--- config.mk ---
export PLATFORM = sky130hd
export DESIGN_NAME = alu_ctrl
export DESIGN_NICKNAME = d
export VERILOG_FILES = /design/src/rtl/alu_pkg.sv /design/src/rtl/alu_dec.sv /design/src/rtl/alu_ctrl.sv
export SDC_FILE = /design/constraint.sdc
export NUM_CORES = 1
export LEC_CHECK = 0
export BUFFER_PORTS_ARGS = -buffer_cell sky130_fd_sc_hd__buf_2
export CORE_AREA = 2 2 69 71
export CTS_BUF_LIST = sky130_fd_sc_hd__clkbuf_8
export CTS_CLUSTER_DIAMETER = 120
export DETAILED_ROUTE_END_ITERATION = 6
export DIE_AREA = 0 0 71 73
export PLACE_DENSITY = 0.8
export SLEW_MARGIN = 20
export SYNTH_ARGS = -nofsm -noshare
export SYNTH_HDL_FRONTEND = slang
export SYNTH_SLANG_ARGS = --single-unit
--- constraint.sdc ---
create_clock -name clk -period 2 [get_ports clk]
set_input_delay 0.4 -clock clk [delete_from_list [all_inputs] [get_ports clk]]
set_output_delay 0.4 -clock clk [all_outputs]
set_load 0.01 [all_outputs]
--- src/rtl/alu_pkg.sv ---
// alu_pkg -- shared definitions for the ALU control slice.
//   Opcode / funct3 constants, every decinst operation code, the controller
//   state enum and a helper that recognises a supported decinst code.
package alu_pkg;

  localparam logic [6:0] OPC_OP_IMM = 7'b0010011;
  localparam logic [6:0] OPC_OP     = 7'b0110011;
  localparam logic [6:0] OPC_BRANCH = 7'b1100011;

  localparam logic [2:0] F3_SLL = 3'b001;
  localparam logic [2:0] F3_SR  = 3'b101;

  // decinst = {sub/sra bit, srai bit, funct3, opcode}
  localparam logic [11:0] DEC_ADDI  = 12'h013;
  localparam logic [11:0] DEC_SLLI  = 12'h093;
  localparam logic [11:0] DEC_SLTI  = 12'h113;
  localparam logic [11:0] DEC_SLTIU = 12'h193;
  localparam logic [11:0] DEC_XORI  = 12'h213;
  localparam logic [11:0] DEC_SRLI  = 12'h293;
  localparam logic [11:0] DEC_SRAI  = 12'h693;
  localparam logic [11:0] DEC_ORI   = 12'h313;
  localparam logic [11:0] DEC_ANDI  = 12'h393;
  localparam logic [11:0] DEC_ADD   = 12'h033;
  localparam logic [11:0] DEC_SUB   = 12'h833;
  localparam logic [11:0] DEC_SLL   = 12'h0B3;
  localparam logic [11:0] DEC_SLT   = 12'h133;
  localparam logic [11:0] DEC_SLTU  = 12'h1B3;
  localparam logic [11:0] DEC_XOR   = 12'h233;
  localparam logic [11:0] DEC_SRL   = 12'h2B3;
  localparam logic [11:0] DEC_SRA   = 12'hAB3;
  localparam logic [11:0] DEC_OR    = 12'h333;
  localparam logic [11:0] DEC_AND   = 12'h3B3;
  localparam logic [11:0] DEC_BEQ   = 12'h063;
  localparam logic [11:0] DEC_BNE   = 12'h0E3;
  localparam logic [11:0] DEC_BLT   = 12'h263;
  localparam logic [11:0] DEC_BGE   = 12'h2E3;
  localparam logic [11:0] DEC_BLTU  = 12'h363;
  localparam logic [11:0] DEC_BGEU  = 12'h3E3;

  typedef enum logic [2:0] {
    IDLE,
    EXEC,
    LOAD,
    SHIFT,
    OUTW,
    DONE
  } state_t;

  function automatic logic is_known_dec(input logic [11:0] d);
    case (d)
      DEC_ADDI, DEC_SLLI, DEC_SLTI, DEC_SLTIU, DEC_XORI, DEC_SRLI, DEC_SRAI,
      DEC_ORI, DEC_ANDI, DEC_ADD, DEC_SUB, DEC_SLL, DEC_SLT, DEC_SLTU,
      DEC_XOR, DEC_SRL, DEC_SRA, DEC_OR, DEC_AND, DEC_BEQ, DEC_BNE,
      DEC_BLT, DEC_BGE, DEC_BLTU, DEC_BGEU: return 1'b1;
      default:                              return 1'b0;
    endcase
  endfunction

endpackage

--- src/rtl/alu_dec.sv ---
// alu_dec -- combinational RV32I OP / OP-IMM / BRANCH decoder.
//   inst      : instruction word
//   decinst   : ALU operation code (raw mapping, qualified by legal)
//   imm       : immediate operand (sign/zero extended per format)
//   is_shift  : legal shift operation (uses the multi-cycle shifter)
//   is_branch : legal branch (no write-back)
//   legal     : instruction is supported
module alu_dec
  import alu_pkg::*;
(
  input  logic [31:0] inst,
  output logic [11:0] decinst,
  output logic [31:0] imm,
  output logic        is_shift,
  output logic        is_branch,
  output logic        legal
);

  logic [6:0] opcode;
  logic [2:0] funct3;
  logic       shamt_op;
  logic       f7_check;
  logic       f7_ok;
  logic       unused_rs1;

  assign unused_rs1 = ^inst[19:15];

  always_comb begin
    opcode   = inst[6:0];
    funct3   = inst[14:12];
    decinst  = {inst[30] & (opcode == OPC_OP),
                inst[30] & (opcode == OPC_OP_IMM) & (funct3 == F3_SR),
                funct3, opcode};
    shamt_op = (funct3 == F3_SLL) || (funct3 == F3_SR);
    f7_check = (opcode == OPC_OP) || ((opcode == OPC_OP_IMM) && shamt_op);
    // funct7 may only be 0x00, or 0x20 when that bit selects sub/sra/srai;
    // slli with inst[30] maps onto a valid code, so the bit must be vetted here.
    f7_ok     = ({inst[31], inst[29:25]} == '0) &&
                (!inst[30] || decinst[11] || decinst[10]);
    legal     = is_known_dec(decinst) && (!f7_check || f7_ok);
    is_shift  = legal && ((opcode == OPC_OP) || (opcode == OPC_OP_IMM)) && shamt_op;
    is_branch = legal && (opcode == OPC_BRANCH);

    imm = '0;
    case (opcode)
      OPC_OP_IMM: imm = shamt_op ? {27'b0, inst[24:20]} : {{20{inst[31]}}, inst[31:20]};
      OPC_BRANCH: imm = {{19{inst[31]}}, inst[31], inst[7], inst[30:25], inst[11:8], 1'b0};
      default:    imm = '0;
    endcase
  end

endmodule

--- src/rtl/alu_ctrl.sv ---
// alu_ctrl -- sequencing controller in front of a multi-cycle ALU.
//   clk, reset        : clock (rising edge), asynchronous active-high reset
//   inst/inst_valid   : instruction in; inst_ready high only in IDLE
//   decinst, imm      : registered operation code / immediate to the ALU
//   en, sl_ok         : shifter enable / shifter completion
//   cmp, carry        : ALU flags, captured into cmp_q / carry_q in DONE
//   done, wb_en       : completion pulse, write-back qualifier (non-branch)
//   illegal           : one-cycle pulse for unsupported instruction (or timeout)
// Parameter LAT (1..3): cycles from decinst valid to ALU result for non-shifts.
// Optional macro ALU_CTRL_TIMEOUT_EN: abort SHIFT after 40 cycles without sl_ok.
module alu_ctrl
  import alu_pkg::*;
#(
  parameter int unsigned LAT = 2
) (
  input  logic        clk,
  input  logic        reset,
  input  logic [31:0] inst,
  input  logic        inst_valid,
  output logic        inst_ready,
  output logic [11:0] decinst,
  output logic [31:0] imm,
  output logic        en,
  input  logic        sl_ok,
  input  logic        cmp,
  input  logic        carry,
  output logic        cmp_q,
  output logic        carry_q,
  output logic        done,
  output logic        wb_en,
  output logic        illegal
);

  logic [11:0] dec_w;
  logic [31:0] imm_w;
  logic        shift_w, branch_w, legal_w;

  alu_dec u_dec (
    .inst      (inst),
    .decinst   (dec_w),
    .imm       (imm_w),
    .is_shift  (shift_w),
    .is_branch (branch_w),
    .legal     (legal_w)
  );

  state_t      state_q, state_d;
  logic [1:0]  cnt_q, cnt_d;
  logic [11:0] dec_q, dec_d;
  logic [31:0] imm_q, imm_d;
  logic        shift_q, shift_d;
  logic        branch_q, branch_d;
  logic        wb_en_q, wb_en_d;
  logic        illegal_q, illegal_d;
  logic        cmp_d, carry_d;
`ifdef ALU_CTRL_TIMEOUT_EN
  logic [5:0]  to_q, to_d;
`endif

  always_comb begin
    state_d   = state_q;
    cnt_d     = cnt_q;
    dec_d     = dec_q;
    imm_d     = imm_q;
    shift_d   = shift_q;
    branch_d  = branch_q;
    wb_en_d   = wb_en_q;
    cmp_d     = cmp_q;
    carry_d   = carry_q;
    illegal_d = 1'b0;
`ifdef ALU_CTRL_TIMEOUT_EN
    to_d      = to_q;
`endif

    case (state_q)
      IDLE: begin
        if (inst_valid) begin
          if (legal_w) begin
            dec_d    = dec_w;
            imm_d    = imm_w;
            shift_d  = shift_w;
            branch_d = branch_w;
            cnt_d    = 2'(LAT - 1);
            state_d  = shift_w ? LOAD : EXEC;
          end else begin
            illegal_d = 1'b1;
          end
        end
      end
      EXEC: begin
        if (cnt_q == '0) state_d = DONE;
        else             cnt_d = cnt_q - 2'd1;
      end
      LOAD: begin
        state_d = SHIFT;
`ifdef ALU_CTRL_TIMEOUT_EN
        to_d    = '0;
`endif
      end
      SHIFT: begin
        if (sl_ok) begin
          if (LAT == 1) begin
            state_d = DONE;
          end else begin
            state_d = OUTW;
            cnt_d   = 2'(LAT - 2);
          end
        end
`ifdef ALU_CTRL_TIMEOUT_EN
        else if (to_q == 6'd39) begin
          state_d   = IDLE;
          illegal_d = 1'b1;
          dec_d     = '0;
          imm_d     = '0;
          shift_d   = 1'b0;
          branch_d  = 1'b0;
        end else begin
          to_d = to_q + 6'd1;
        end
`endif
      end
      OUTW: begin
        if (cnt_q == '0) state_d = DONE;
        else             cnt_d = cnt_q - 2'd1;
      end
      DONE: begin
        // Flags are taken while DONE is showing, i.e. at the edge that leaves it.
        cmp_d    = cmp;
        carry_d  = carry;
        state_d  = IDLE;
        dec_d    = '0;
        imm_d    = '0;
        shift_d  = 1'b0;
        branch_d = 1'b0;
      end
      default: state_d = IDLE;
    endcase

    // wb_en is updated on entry so it is already valid during DONE.
    if (state_d == DONE) wb_en_d = !branch_q;
  end

  always_ff @(posedge clk or posedge reset) begin
    if (reset) begin
      state_q   <= IDLE;
      cnt_q     <= '0;
      dec_q     <= '0;
      imm_q     <= '0;
      shift_q   <= 1'b0;
      branch_q  <= 1'b0;
      wb_en_q   <= 1'b0;
      illegal_q <= 1'b0;
      cmp_q     <= 1'b0;
      carry_q   <= 1'b0;
`ifdef ALU_CTRL_TIMEOUT_EN
      to_q      <= '0;
`endif
    end else begin
      state_q   <= state_d;
      cnt_q     <= cnt_d;
      dec_q     <= dec_d;
      imm_q     <= imm_d;
      shift_q   <= shift_d;
      branch_q  <= branch_d;
      wb_en_q   <= wb_en_d;
      illegal_q <= illegal_d;
      cmp_q     <= cmp_d;
      carry_q   <= carry_d;
`ifdef ALU_CTRL_TIMEOUT_EN
      to_q      <= to_d;
`endif
    end
  end

  assign inst_ready = (state_q == IDLE) && !reset;
  assign decinst    = dec_q;
  assign imm        = imm_q;
  assign done       = (state_q == DONE);
  assign wb_en      = wb_en_q;
  assign illegal    = illegal_q;
  assign en         = (state_q == SHIFT) || (state_q == OUTW) ||
                      ((state_q == DONE) && shift_q);

endmodule

; ---- After elaboration in Yosys (flattened, before gate mapping)
; Index checks and enable logic that the tools add are counted.
[op_classes]
addsub = 1
eq_ne = 40
mux = 29
bitwise = 3
n_reduce_logical = 29
[ops]
columns = operator, count
row1 = "12-bit by 10-bit equality test with 1-bit output, second input constant", 12
row2 = 32-bit one-hot mux with 2 select lines, 2
row3 = 32-bit two-way mux, 3
row4 = "12-bit by 9-bit equality test with 1-bit output, second input constant", 4
row5 = "12-bit by 8-bit equality test with 1-bit output, second input constant", 3
row6 = 25-bit OR reduction, 1
row7 = "12-bit equality test, second input constant", 2
row8 = 12-bit two-way mux, 2
row9 = 12-bit one-hot mux with 2 select lines, 1
row10 = "12-bit by 11-bit equality test with 1-bit output, second input constant", 1
row11 = "12-bit by 5-bit equality test with 1-bit output, second input constant", 1
row12 = "12-bit by 6-bit equality test with 1-bit output, second input constant", 1
row13 = "12-bit by 7-bit equality test with 1-bit output, second input constant", 1
row14 = "3-bit equality test, second input constant", 4
row15 = 3-bit two-way mux, 4
row16 = 3-bit one-hot mux with 4 select lines, 1
row17 = 2-bit two-way mux, 5
row18 = 1-bit logical AND, 8
row19 = 1-bit logical OR, 8
row20 = 1-bit two-way mux, 8
row21 = "2-bit != test, second input constant", 4
row22 = "7-bit by 5-bit equality test with 1-bit output, second input constant", 1
row23 = "7-bit by 6-bit equality test with 1-bit output, second input constant", 1
row24 = "7-bit equality test, second input constant", 1
row25 = 15 further kinds, 23
[totals]
ff_bits = 55
in_bits = 38
out_inout_bits = 51
wordCells = 112

; ---- Longest topological paths before layout
; Gate-level depths: netlist of the first run.
[logic_depth]
word_depth = 14
ltp_mapped = 7
depth_no_buf = 6

; ---- Cells and area by module
; From an unflattened synthesis of the first run, not the netlist that was laid out.
[hier_totals]
cells_unflattened = 233
area_unflattened_um2 = 2748.9
[by_module_without_submodules]
columns = module, n_inst, cells_per_inst, area_each_um2
row1 = alu_ctrl, 1, 164, 2243.4
row2 = alu_dec, 1, 69, 505.5

; ---- Least setup slack after synthesis of the first run
; OpenSTA, ideal clock, no wires.
[synth_timing]
path_kind = input port to flip-flop
start = in inst[28]
end = reg imm_q[0] (netlist: imm[0])
setup_time_ns = 0.130
t_arrival_ns = 1.678
required_time_ns = 1.870
slack_ns = 0.192
cell_stages = 6
path_buffers = 1
path_cell_list = nor4_1 -> a32oi_1 -> o31a_2 -> buf_4 -> o211ai_1 -> o21ai_0
[synth_between]
elab_chain_len = 6
[synth_lines]
columns = element, line
row1 = from (decl), alu_ctrl.sv:18  ; input logic [31:0] inst,
row2 = 6-bit logical NOT, alu_dec.sv:38  ; f7_ok = ({inst[31], inst[29:25]} == '0) &&
row3 = 1-bit logical AND, alu_dec.sv:38
row4 = 1-bit logical OR, alu_dec.sv:40  ; legal = is_known_dec(decinst) && (!f7_check || f7_ok);
row5 = 1-bit logical AND, alu_dec.sv:40
row6 = 2-bit != test (no line), n/a
row7 = 3-bit AND reduction (no line), n/a
row8 = to (signal assigned), alu_ctrl.sv:162  ; imm_q <= imm_d;
row9 = to (decl), alu_ctrl.sv:50  ; logic [31:0] imm_q, imm_d;
; Every way passes these cells.
; A chain may end at the register's enable or synchronous reset.

; ---- Worst setup path in the final report of the first run
[layout_timing]
start = reg state_q[2]
end = out done
[layout_between]
elab_chain_len = 1
[layout_lines]
columns = element, line
row1 = from (decl), alu_ctrl.sv:47  ; state_t state_q, state_d;
row2 = from (signal assigned), alu_ctrl.sv:159  ; state_q <= state_d;
row3 = 3-bit equality test, alu_ctrl.sv:178  ; assign done = (state_q == DONE);
row4 = to (decl), alu_ctrl.sv:29  ; output logic done,
; Every way passes these cells.

==> summary.txt, run 1 <==
Status
  – Status: complete, no violations

Routing
  – Avg Vias per Cell: 5.43
  – First drt pass iteration count: 4
  – Routed wire length: 5.13 mm
  – Vias: 1987
  – Iter 0 DRT Violations: 116
  – Remaining DRCs: 0
  – DRT antenna net count: 0
  – WL per Instance: 14.0 µm

Setup path
  – Critical path's top delay family: buffers and inverters
  – WP buf/inv: 3
  – WP depth: 5
  – WP data arrival: 1.40 ns
  – CP cell instances: buf_4 > nor2b_1 > nand2_1 > clkinv_1 > buf_2
  – WS Path Type: flip-flop to output pin
  – CP max stage delay: 0.41 ns
  – Crit-path slowest cell: dfrtp_1
  – Nature of the critical path endpoint: output pin
  – CP startpoint kind: flip-flop
  – R2R depth: 6
  – WP data required: 1.60 ns
  – Crit path max fanout: 11

Power and ir drop
  – Pwr Total: 2220 µW
  – Switching Share: 33.1%
  – Worst ir drop on vdd: 0.000492 V
  – PD cells: 833 nW/µm²
  – Clk pwr share: 24.9%
  – Seq pwr share: 40.6%
  – NetSw: 733 µW
  – Lkg Pwr: 0.00142 µW
  – Comb power frac: 34.4%
  – Cell internal pwr: 1480 µW

STA
  – Fin. Hold Viols: 0
  – Max transition margin: 67.3%
  – Slew @ Worst Pin: 0.488 ns
  – Final setup fails: 0
  – F_max: 0.555 GHz
  – Slew Limit Fails: 0
  – Final clock skew: 0.00299 ns
  – Tcrit/Tclk final: 90.0%
  – Minimum clock period: 1.80 ns
  – Unrepaired setup endpoints after global routing: false

CTS
  – Clock Latency Late Sink: 0.29 ns
  – H-tree depth: 2
  – Worst-path clk slew: 0.07 ns
  – TritonCTS clock tree: built
  – Clock buffer count from CTS: 5
  – Clock tree sinks: 36
  – Setup Fix Bufs, Post-CTS: 0
  – Clk buf depth: 2
  – CTS Root Cell: clkbuf_8

Yosys
  – Yosys warns: 0
  – Yosys top cell by area: dfrtp_1
  – Mapped Avg Cell Area: 9.12 µm²
  – Synth top area cells: dfrtp_1 (43%), buf_4 (7.2%), o21ai_0 (5.0%)
  – Register area share after synthesis: 43.1%
  – Main synth FF type: dfrtp_1
  – Unique masters post-synth: 46
  – Share of the synthesized area in the top cell type: 43.1%
  – FF+latch count, synth: 36
  – Synth Instances: 229
  – Netlist Area Pre-Place: 2090 µm²
  – Syn Nets: 268
  – Fraction of registers with async set/reset: 100%
  – Post-synth EDFFs: 0

Global route
  – GR Util met2: 36.6%
  – Initial antenna violation count: 0
  – Met1 usage: 25.5%
  – Global-route wire length before repair: 8.55 mm
  – Largest net degree at the start of global routing: 37
  – GRT Max-Usage Layer: met2
  – M3 GR Usage: 5.80%
  – Vias in the first global route: 1868
  – Tot GR Track Use: 21.0%
  – GRT overflow: 0

Die
  – Core ar.: 4540 µm²
  – Starting Density: 46.0%
  – Rows: 25
  – I/O pin count: 89
  – Die width: 71 µm
  – DIE HEIGHT: 73 µm
  – Die area: 5180 µm²

Finish
  – Fraction of layout cells with a size suffix above 1: 40.1%
  – Area Overhead vs Synth: 27.3%
  – Total Nets Final: 351
  – N_diodes: 0
  – Finished Cell Area: 2660 µm²

Place
  – Post-DP HPWL: 3.93 mm
  – RD Place Congestion: 0.882
  – Port Buffer Count: 83
  – Placed Area: 2550 µm²

Flow run
  – Max cap viols: 0

Worst hold path
  – HP Class: primary input to async pin
-- path summary, 6_finish.rpt --
kind	start	end	slack [ns]
min reg2reg	decinst[1]	decinst[1]	0.47
max	state_q[2]	done	0.20
min in group clk	carry	carry_q	0.30
min	reset	state_q[2]	0.22
max reg2reg	state_q[0]	decinst[10]	0.20
max in group asynchronous	reset	decinst[2]	1.47
-- cell families (layout without fill, tap and decap cells) --
kind of cell    Yosys count  in the layout  synth area share (%)
flops                    36             36                  43.1
simple gates             89             89                  23.8
fa+ha+maj                 1              1                 0.599
compound gates           63             63                  19.9
mux                       2              2                 0.959
buf+inv                  38            121                  11.6
-- stage by stage --
stage	setup slack (ns)	cells	setup TNS, ns	hold WS, ns	util, %
6_report	0.200	366	0	0.217	58.6
5_1_grt	0.0507	366	0	0.262	58.6
2_1_floorplan	0.192	229	0	0.421	-
3_3_place_gp	-0.219	359	-1.95	0.448	56.2
4_1_cts	0.122	366	0	0.232	58.4
3_5_place_dp	-0.181	359	-0.872	0.452	56.2
-- repair_timing --
action / 4_1_cts / 5_1_grt
endpoints found under the hold margin: 0 / 0
gates resized for setup: 0 / 3
setup endpoints to repair: 0 / 3
hold buffers: 0 / 0
-- area by class of cell --
cell class	instances	area, µm²
Fill cell	428	1880
Tap cell	54	67.6
Timing Repair Buffer	108	616
Multi-Input combinational cell	155	956
Clock buffer	7	96.3
Inverter	6	22.5
Sequential cell	36	901
-- cell usage in the layout (no fill, tap or decap), drive strengths merged, types with 4 or more instances in the layout --
cell type	n
nand4	11
nor2	10
nand2b	7
nor3b	4
o21ai	23
nand3	13
nor3	7
buf	108
inv	5
nor2b	4
clkbuf	7
nand2	21
dfrtp	36
a22o	7
a21oi	14
and3	4
-- power by group through the flow --
stage          Clock (µW)  Sequential, µW  Combinational [µW]
5_1_grt               602             914                 870
4_1_cts               563             896                 760
2_1_floorplan           0             941                 437
3_3_place_gp            0             905                 740
6_report              553             900                 763
3_5_place_dp            0             908                 758
-- state kept, by name, indices dropped and copies added (netlist names) --
register and count:
cnt_q 2, illegal 1, state_q 3, imm 13, decinst 12, cmp_q 1
shift_q 1, wb_en 1, carry_q 1, branch_q 1
-- tightest hold or removal path, stage by stage --
cell,delay (ns)
buf_2,0.10
inv_1,0.04
buf_4,0.39
-- cell usage after synthesis, types with 2 or more instances --
cell type	instances
mux2i_1	2
a22o_1	7
nand2b_1	7
buf_6	3
o21ai_0	21
and3_1	4
a21oi_1	14
nand3_1	13
buf_4	20
a31oi_1	3
nor3_2	2
nor2_1	9
nand2_1	21
inv_1	5
and2b_1	2
nor2b_1	4
nor3_1	5
a21o_1	2
nand4_1	10
nor3b_1	3
o21ai_1	2
buf_2	2
nor4_1	2
dfrtp_1	36
or3_1	2
clkbuf_1	7
o211a_1	2
-- routing by layer --
layer	share of wire, %	routed length [µm]
met5	0	0
met4	1.4	73
met3	6.5	333
met2	51	2600
met1	41	2110
Note: power is estimated with default switching activity, not from simulation.
==> inputs of run 2 (changes only) <==
Settings changed: CELL_PAD_IN_SITES_DETAIL_PLACEMENT set to 2, CELL_PAD_IN_SITES_GLOBAL_PLACEMENT set to 2, CORE_AREA 2 2 69 71 to 2 2 90 92, DIE_AREA 0 0 71 73 to 0 0 92 94, PLACE_DENSITY 0.8 to 0.81, SLEW_MARGIN 20 to unset.
==> summary.txt, run 2 (same netlist as run 1, synthesis figures left out) <==
Global route
  – Initial antenna violation count: 0 (unchanged)
  – GRT overflow: 0 (unchanged)
  – Global-route wire length before repair: 12.6 mm (+47%)
  – Largest net degree at the start of global routing: 37 (unchanged)
  – Vias in the first global route: 2446 (+31%)
  – Tot GR Track Use: 18.7% (-2.3 points)

Setup path
  – WP buf/inv: 4 (+1)
  – CP startpoint kind: primary input
  – Nature of the critical path endpoint: flip-flop
  – WP data required: 2.18 ns (+0.58 ns)
  – Crit-path slowest cell: nor4_2
  – Critical path's top delay family: compound AO/OA/AOI/OAI gates
  – CP max stage delay: 0.28 ns (-0.13 ns)
  – Critical path's most frequent cell: buf_4
  – CP cell instances: buf_2 > nor4_2 > buf_4 > a32oi_1 > buf_4 > o31ai_4 > buf_6 > nand4_2 > a31o_1
  – Crit path max fanout: 5 (-6)
  – WS Path Type: primary input to flip-flop
  – WP data arrival: 2.12 ns (+0.72 ns)

STA
  – Final setup fails: 0 (unchanged)
  – Minimum clock period: 1.94 ns (+0.136 ns)
  – Slew Limit Fails: 0 (unchanged)
  – F_max: 0.516 GHz (-7.0%)
  – Tcrit/Tclk final: 96.8% (+6.8 points)
  – Final clock skew: 0.00461 ns (+0.00162 ns)
  – Unrepaired setup endpoints after global routing: true
  – TNS Setup: 0 ns (unchanged)
  – Max transition margin: 67.4% (+0.076 points)
  – Slew @ Worst Pin: 0.487 ns (-0.00152 ns)
  – Fin. Hold Viols: 0 (unchanged)

Routing
  – WL per Instance: 18.0 µm (+29%)
  – Routed wire length: 7.58 mm (+48%)
  – Remaining DRCs: 0 (unchanged)
  – Vias: 2116 (+6.5%)
  – DRT antenna net count: 0 (unchanged)
  – First drt pass iteration count: 4 (unchanged)
  – Avg Vias per Cell: 5.03 (-7.4%)
  – Iter 0 DRT Violations: 88 (-24%)

Die
  – Die area: 8650 µm² (+67%)
  – DIE HEIGHT: 94 µm (+29%)
  – Rows: 32 (+28%)
  – Die width: 92 µm (+30%)
  – Core ar.: 7610 µm² (+68%)
  – Starting Density: 27.5% (-19 points)
  – I/O pin count: 89 (unchanged)

Finish
  – Most frequent cells in the layout: buf_2 (84), dfrtp_1 (36), buf_4 (26)
  – Finished Cell Area: 2820 µm² (+6.2%)
  – Fill cell count: 873 (+100%)
  – Total Nets Final: 358 (+2.0%)
  – N_diodes: 0 (unchanged)
  – Area Overhead vs Synth: 35.2%
  – Commonest non-fill, non-tap cell in the layout: buf_2
  – Max reg flops: 13 (unchanged)
  – Fraction of layout cells with a size suffix above 1: 43.6% (+3.5 points)
  – Post-layout util: 37.1% (-22 points)

CTS
  – CTS Hold Bufs: 0 (unchanged)
  – Clock Latency Late Sink: 0.29 ns (about the same)
  – Clock tree sinks: 36 (unchanged)
  – TritonCTS clock tree: built
  – Clock buffer count from CTS: 5 (unchanged)
  – Worst-path clk slew: 0.07 ns (about the same)
  – H-tree depth: 2 (unchanged)
  – CTS Root Cell: clkbuf_8
  – Clk buf depth: 2 (unchanged)

Power and ir drop
  – Cell internal pwr: 1510 µW (+2.2%)
  – NetSw: 823 µW (+12%)
  – Pwr Total: 2340 µW (+5.5%)
  – Comb power frac: 37.1% (+2.7 points)
  – PD cells: 828 nW/µm² (-0.62%)
  – Seq pwr share: 38.4% (-2.2 points)
  – Clk pwr share: 24.5% (-0.4 points)
  – Worst ir drop on vdd: 0.000297 V (-40%)
  – Switching Share: 35.2% (+2.1 points)
  – Lkg Pwr: 0.00147 µW (+3.5%)

Place
  – Placed Area: 2660 µm² (+4.3%)
  – RD Place Congestion: 0.771 (-13%)
  – Post-DP HPWL: 5.60 mm (+43%)
  – Port Buffer Count: 83 (unchanged)

Worst hold path
  – HP Class: primary input to async pin

Flow run
  – Max cap viols: 0 (unchanged)

Status
  – Status: complete, no violations
-- run 2: path summary, 6_finish.rpt --
check / cells past startpoint / slack [ns] / start / to
min in group clk: 3 / 0.31 / carry / carry_q
max in group asynchronous: 3 / 1.43 / reset / illegal
worst max-delay path: 9 / 0.06 / inst[28] / decinst[6]
worst min register to register: 1 / 0.47 / branch_q / wb_en
worst min-delay path: 3 / 0.21 / reset / cnt_q[1]
worst max register to register: 7 / 0.11 / state_q[2] / imm[30]
-- run 2: layer usage --
metal	routed length [µm]	global-route usage [%]	share of wire (%)
met1	3090	21.4	41
met2	3980	34.1	52
met3	359	4.65	4.7
met4	157	6.34	2.1
met5	0	0	0
-- run 2: worst min-delay path, delay by kind of cell --
kind | cells | cell delay (ns)
buffers and inverters | 3 | 0.56
-- run 2: power groups by stage --
stage                     sequential [µW]  combinational, µW  clock (µW)
after CTS                             901                863         593
after floorplan                       941                437           0
after global routing                  918                962         625
after detailed placement              913                847           0
final                                 898                867         572
after global placement                904                793           0
-- run 2: area by class of cell --
class                           count  area [µm²]  share of cell area, %
Multi-Input combinational cell    155         982                   34.8
Timing Repair Buffer              115         693                   24.6
Sequential cell                    36         901                   31.9
Tap cell                          102         128                   4.52
Inverter                            6        22.5                  0.798
Clock buffer                        7        96.3                   3.41
-- run 2: repair_timing --
| item | 4_1_cts | 5_1_grt |
|---|---|---|
| gates cloned | 0 | 1 |
| endpoints found under the setup margin | 15 | 21 |
| gates resized for setup | 5 | 11 |
| buffers inserted | 0 | 1 |
| pin swaps | 1 | 2 |
-- run 2: stage by stage --
stage          setup slack, ns  hold slack [ns]  std cells
2_1_floorplan            0.192            0.421        229
3_3_place_gp            -0.202            0.445        412
3_5_place_dp            -0.360            0.465        412
4_1_cts                 0.0132            0.241        419
5_1_grt                -0.0179            0.277        421
6_report                0.0631            0.215        421
==> inputs of run 3 (changes only) <==
Settings changed: CELL_PAD_IN_SITES_DETAIL_PLACEMENT 2 to unset, CELL_PAD_IN_SITES_GLOBAL_PLACEMENT 2 to unset, CORE_AREA 2 2 90 92 to 2 2 76 78, CTS_CLUSTER_SIZE set to 16, DIE_AREA 0 0 92 94 to 0 0 78 80, PLACE_DENSITY 0.81 to 0.68.
==> summary.txt, run 3 (same netlist as run 1, synthesis figures left out) <==
Status
  – Status: complete, no violations

Routing
  – First drt pass iteration count: 4 (unchanged)
  – DRT met1 WL: 2.41 mm (-22%)
  – WL met2: 2.48 mm (-38%)
  – DRT antenna net count: 0 (unchanged)
  – Iter 0 DRT Violations: 61 (-31%)
  – Avg Vias per Cell: 5.12 (+1.9%)
  – WL per Instance: 13.7 µm (-24%)
  – Vias: 1971 (-6.9%)
  – Max Used Layer: met4
  – Remaining DRCs: 0 (unchanged)
  – Met3 WL: 327 µm (-8.9%)
  – Routed wire length: 5.29 mm (-30%)

CTS
  – Worst-path clk slew: 0.07 ns (about the same)
  – CTS Root Cell: clkbuf_8
  – Clock tree sinks: 36 (unchanged)
  – TritonCTS clock tree: built
  – Clock buffer count from CTS: 5 (unchanged)
  – Clk buf depth: 2 (unchanged)
  – Setup Fix Bufs, Post-CTS: 0 (unchanged)
  – H-tree depth: 2 (unchanged)
  – Clock Latency Late Sink: 0.29 ns (about the same)

Global route
  – Largest net degree at the start of global routing: 37 (unchanged)
  – GRT overflow: 0 (unchanged)
  – Vias in the first global route: 1901 (-22%)
  – Tot GR Track Use: 18.4% (-0.37 points)
  – Initial antenna violation count: 0 (unchanged)
  – Global-route wire length before repair: 9.07 mm (-28%)

Finish
  – N_diodes: 0 (unchanged)
  – Multi-input gate area: 947 µm² (-3.6%)
  – Most frequent cells in the layout: buf_2 (83), dfrtp_1 (36), buf_4 (23)
  – Post-layout util: 49.8% (+13 points)
  – Total area of sequential cells: 901 µm² (unchanged)
  – Commonest non-fill, non-tap cell in the layout: buf_2
  – Fraction of layout cells with a size suffix above 1: 40.3% (-3.3 points)
  – Fill cell count: 537 (-38%)
  – Max reg flops: 13 (unchanged)
  – Area Overhead vs Synth: 28.9%
  – Final cell count without fillers: 385 (-8.6%)
  – Total Nets Final: 351 (-2.0%)

STA
  – Final clock skew: 0.00296 ns (-0.00165 ns)
  – F_max: 0.522 GHz (+1.2%)
  – Tcrit/Tclk final: 95.7% (-1.1 points)
  – Final setup fails: 0 (unchanged)
  – Fin. Hold Viols: 0 (unchanged)
  – Slew @ Worst Pin: 0.492 ns (+0.00551 ns)
  – Slew Limit Fails: 0 (unchanged)
  – Max transition margin: 67.0% (-0.34 points)
  – Final hold slack: 0.225 ns (+0.0108 ns)
  – Minimum clock period: 1.91 ns (-0.0221 ns)
  – Unrepaired setup endpoints after global routing: false

Die
  – Starting Density: 38.6% (+11 points)
  – DIE HEIGHT: 80 µm (-15%)
  – Die width: 78 µm (-15%)
  – Core ar.: 5410 µm² (-29%)
  – Die area: 6240 µm² (-28%)
  – Rows: 27 (-16%)
  – I/O pin count: 89 (unchanged)

Setup path
  – R2R Path End: decinst[10]
  – WP depth: 6 (-3)
  – WS Path Type: flip-flop to output pin
  – Critical path's top delay family: buffers and inverters
  – Crit path max fanout: 16 (+11)
  – Crit path to: done
  – CP max stage delay: 0.39 ns (+0.11 ns)
  – Crit-path slowest cell: dfrtp_1
  – WP data arrival: 1.51 ns (-0.61 ns)
  – CP cell instances: buf_4 > nor2b_2 > nand2_1 > clkinv_1 > buf_6 > buf_2
  – WP data required: 1.60 ns (-0.58 ns)
  – Flop-to-flop setup slack: 0.16 ns (+0.05 ns)
  – Nature of the critical path endpoint: output pin
  – WP buf/inv: 4 (unchanged)
  – CP startpoint kind: flip-flop
  – Worst setup path start: state_q[2]
  – R2R depth: 6 (-1)
  – RR Startpoint: state_q[0]

Power and ir drop
  – PD cells: 854 nW/µm² (+3.2%)
  – Lkg Pwr: 0.00142 µW (-3.3%)
  – Worst ir drop on vdd: 0.000418 V (+41%)

Place
  – Placed Cells: 377 (-8.5%)
  – RD Place Congestion: 0.847 (+9.8%)
  – Port Buffer Count: 83 (unchanged)
  – Post-DP HPWL: 4.03 mm (-28%)

Flow run
  – Max cap viols: 0 (unchanged)

Worst hold path
  – HP Class: primary input to async pin
-- run 3: what timing repair did --
item                                    CTS  global route
endpoints found under the setup margin    0             1
gates resized for setup                   0             2
hold buffers                              0             0
-- run 3: routing by layer --
layer	vias to the layer above	track usage, %
met3	7	5.43
met1	930	24.4
met2	55	28.9
met4	0	5.61
li1	979	-
met5	-	0
-- run 3: cell type report --
| type | instances | area share (%) |
|---|---|---|
| clock inverter | 3 | 1.58 |
| tap | 72 | 3.35 |
| clock buffer | 5 | 2.56 |
| timing repair buffer | 108 | 23.0 |
| sequential | 36 | 33.5 |
| multi-input combinational | 155 | 35.2 |
| inverter | 6 | 0.837 |
-- run 3: worst min path at each step --
| stage | from | depth (start not counted) | to |
|---|---|---|---|
| 2_1_floorplan | branch_q | 1 | wb_en |
| 3_3_place_gp | branch_q | 1 | wb_en |
| 3_5_place_dp | branch_q | 1 | wb_en |
| 4_1_cts | reset | 3 | imm[7] |
| 5_1_grt | reset | 3 | imm[9] |
| 6_report | reset | 3 | decinst[5] |
-- run 3: report_power, final --
part	internal (µW)	switching, µW
clock network	369	268
registers	835	56.1
logic	344	427
total	1550	751
-- run 3: metrics by stage --
step,cell area [µm²],TNS (ns),worst slack [ns],total power (µW)
floorplan,2090,0,0.192,1380
global placement,2570,-2.40,-0.119,1660
detailed placement,2570,-1.82,-0.111,1680
CTS,2690,0,0.0353,2320
global route,2690,0,0.00368,2470
finish,2690,0,0.0852,2300
-- run 3: tightest hold or removal path: stages --
cell	delay [ns]
buf_2	0.11
inv_1	0.05
buf_4	0.39
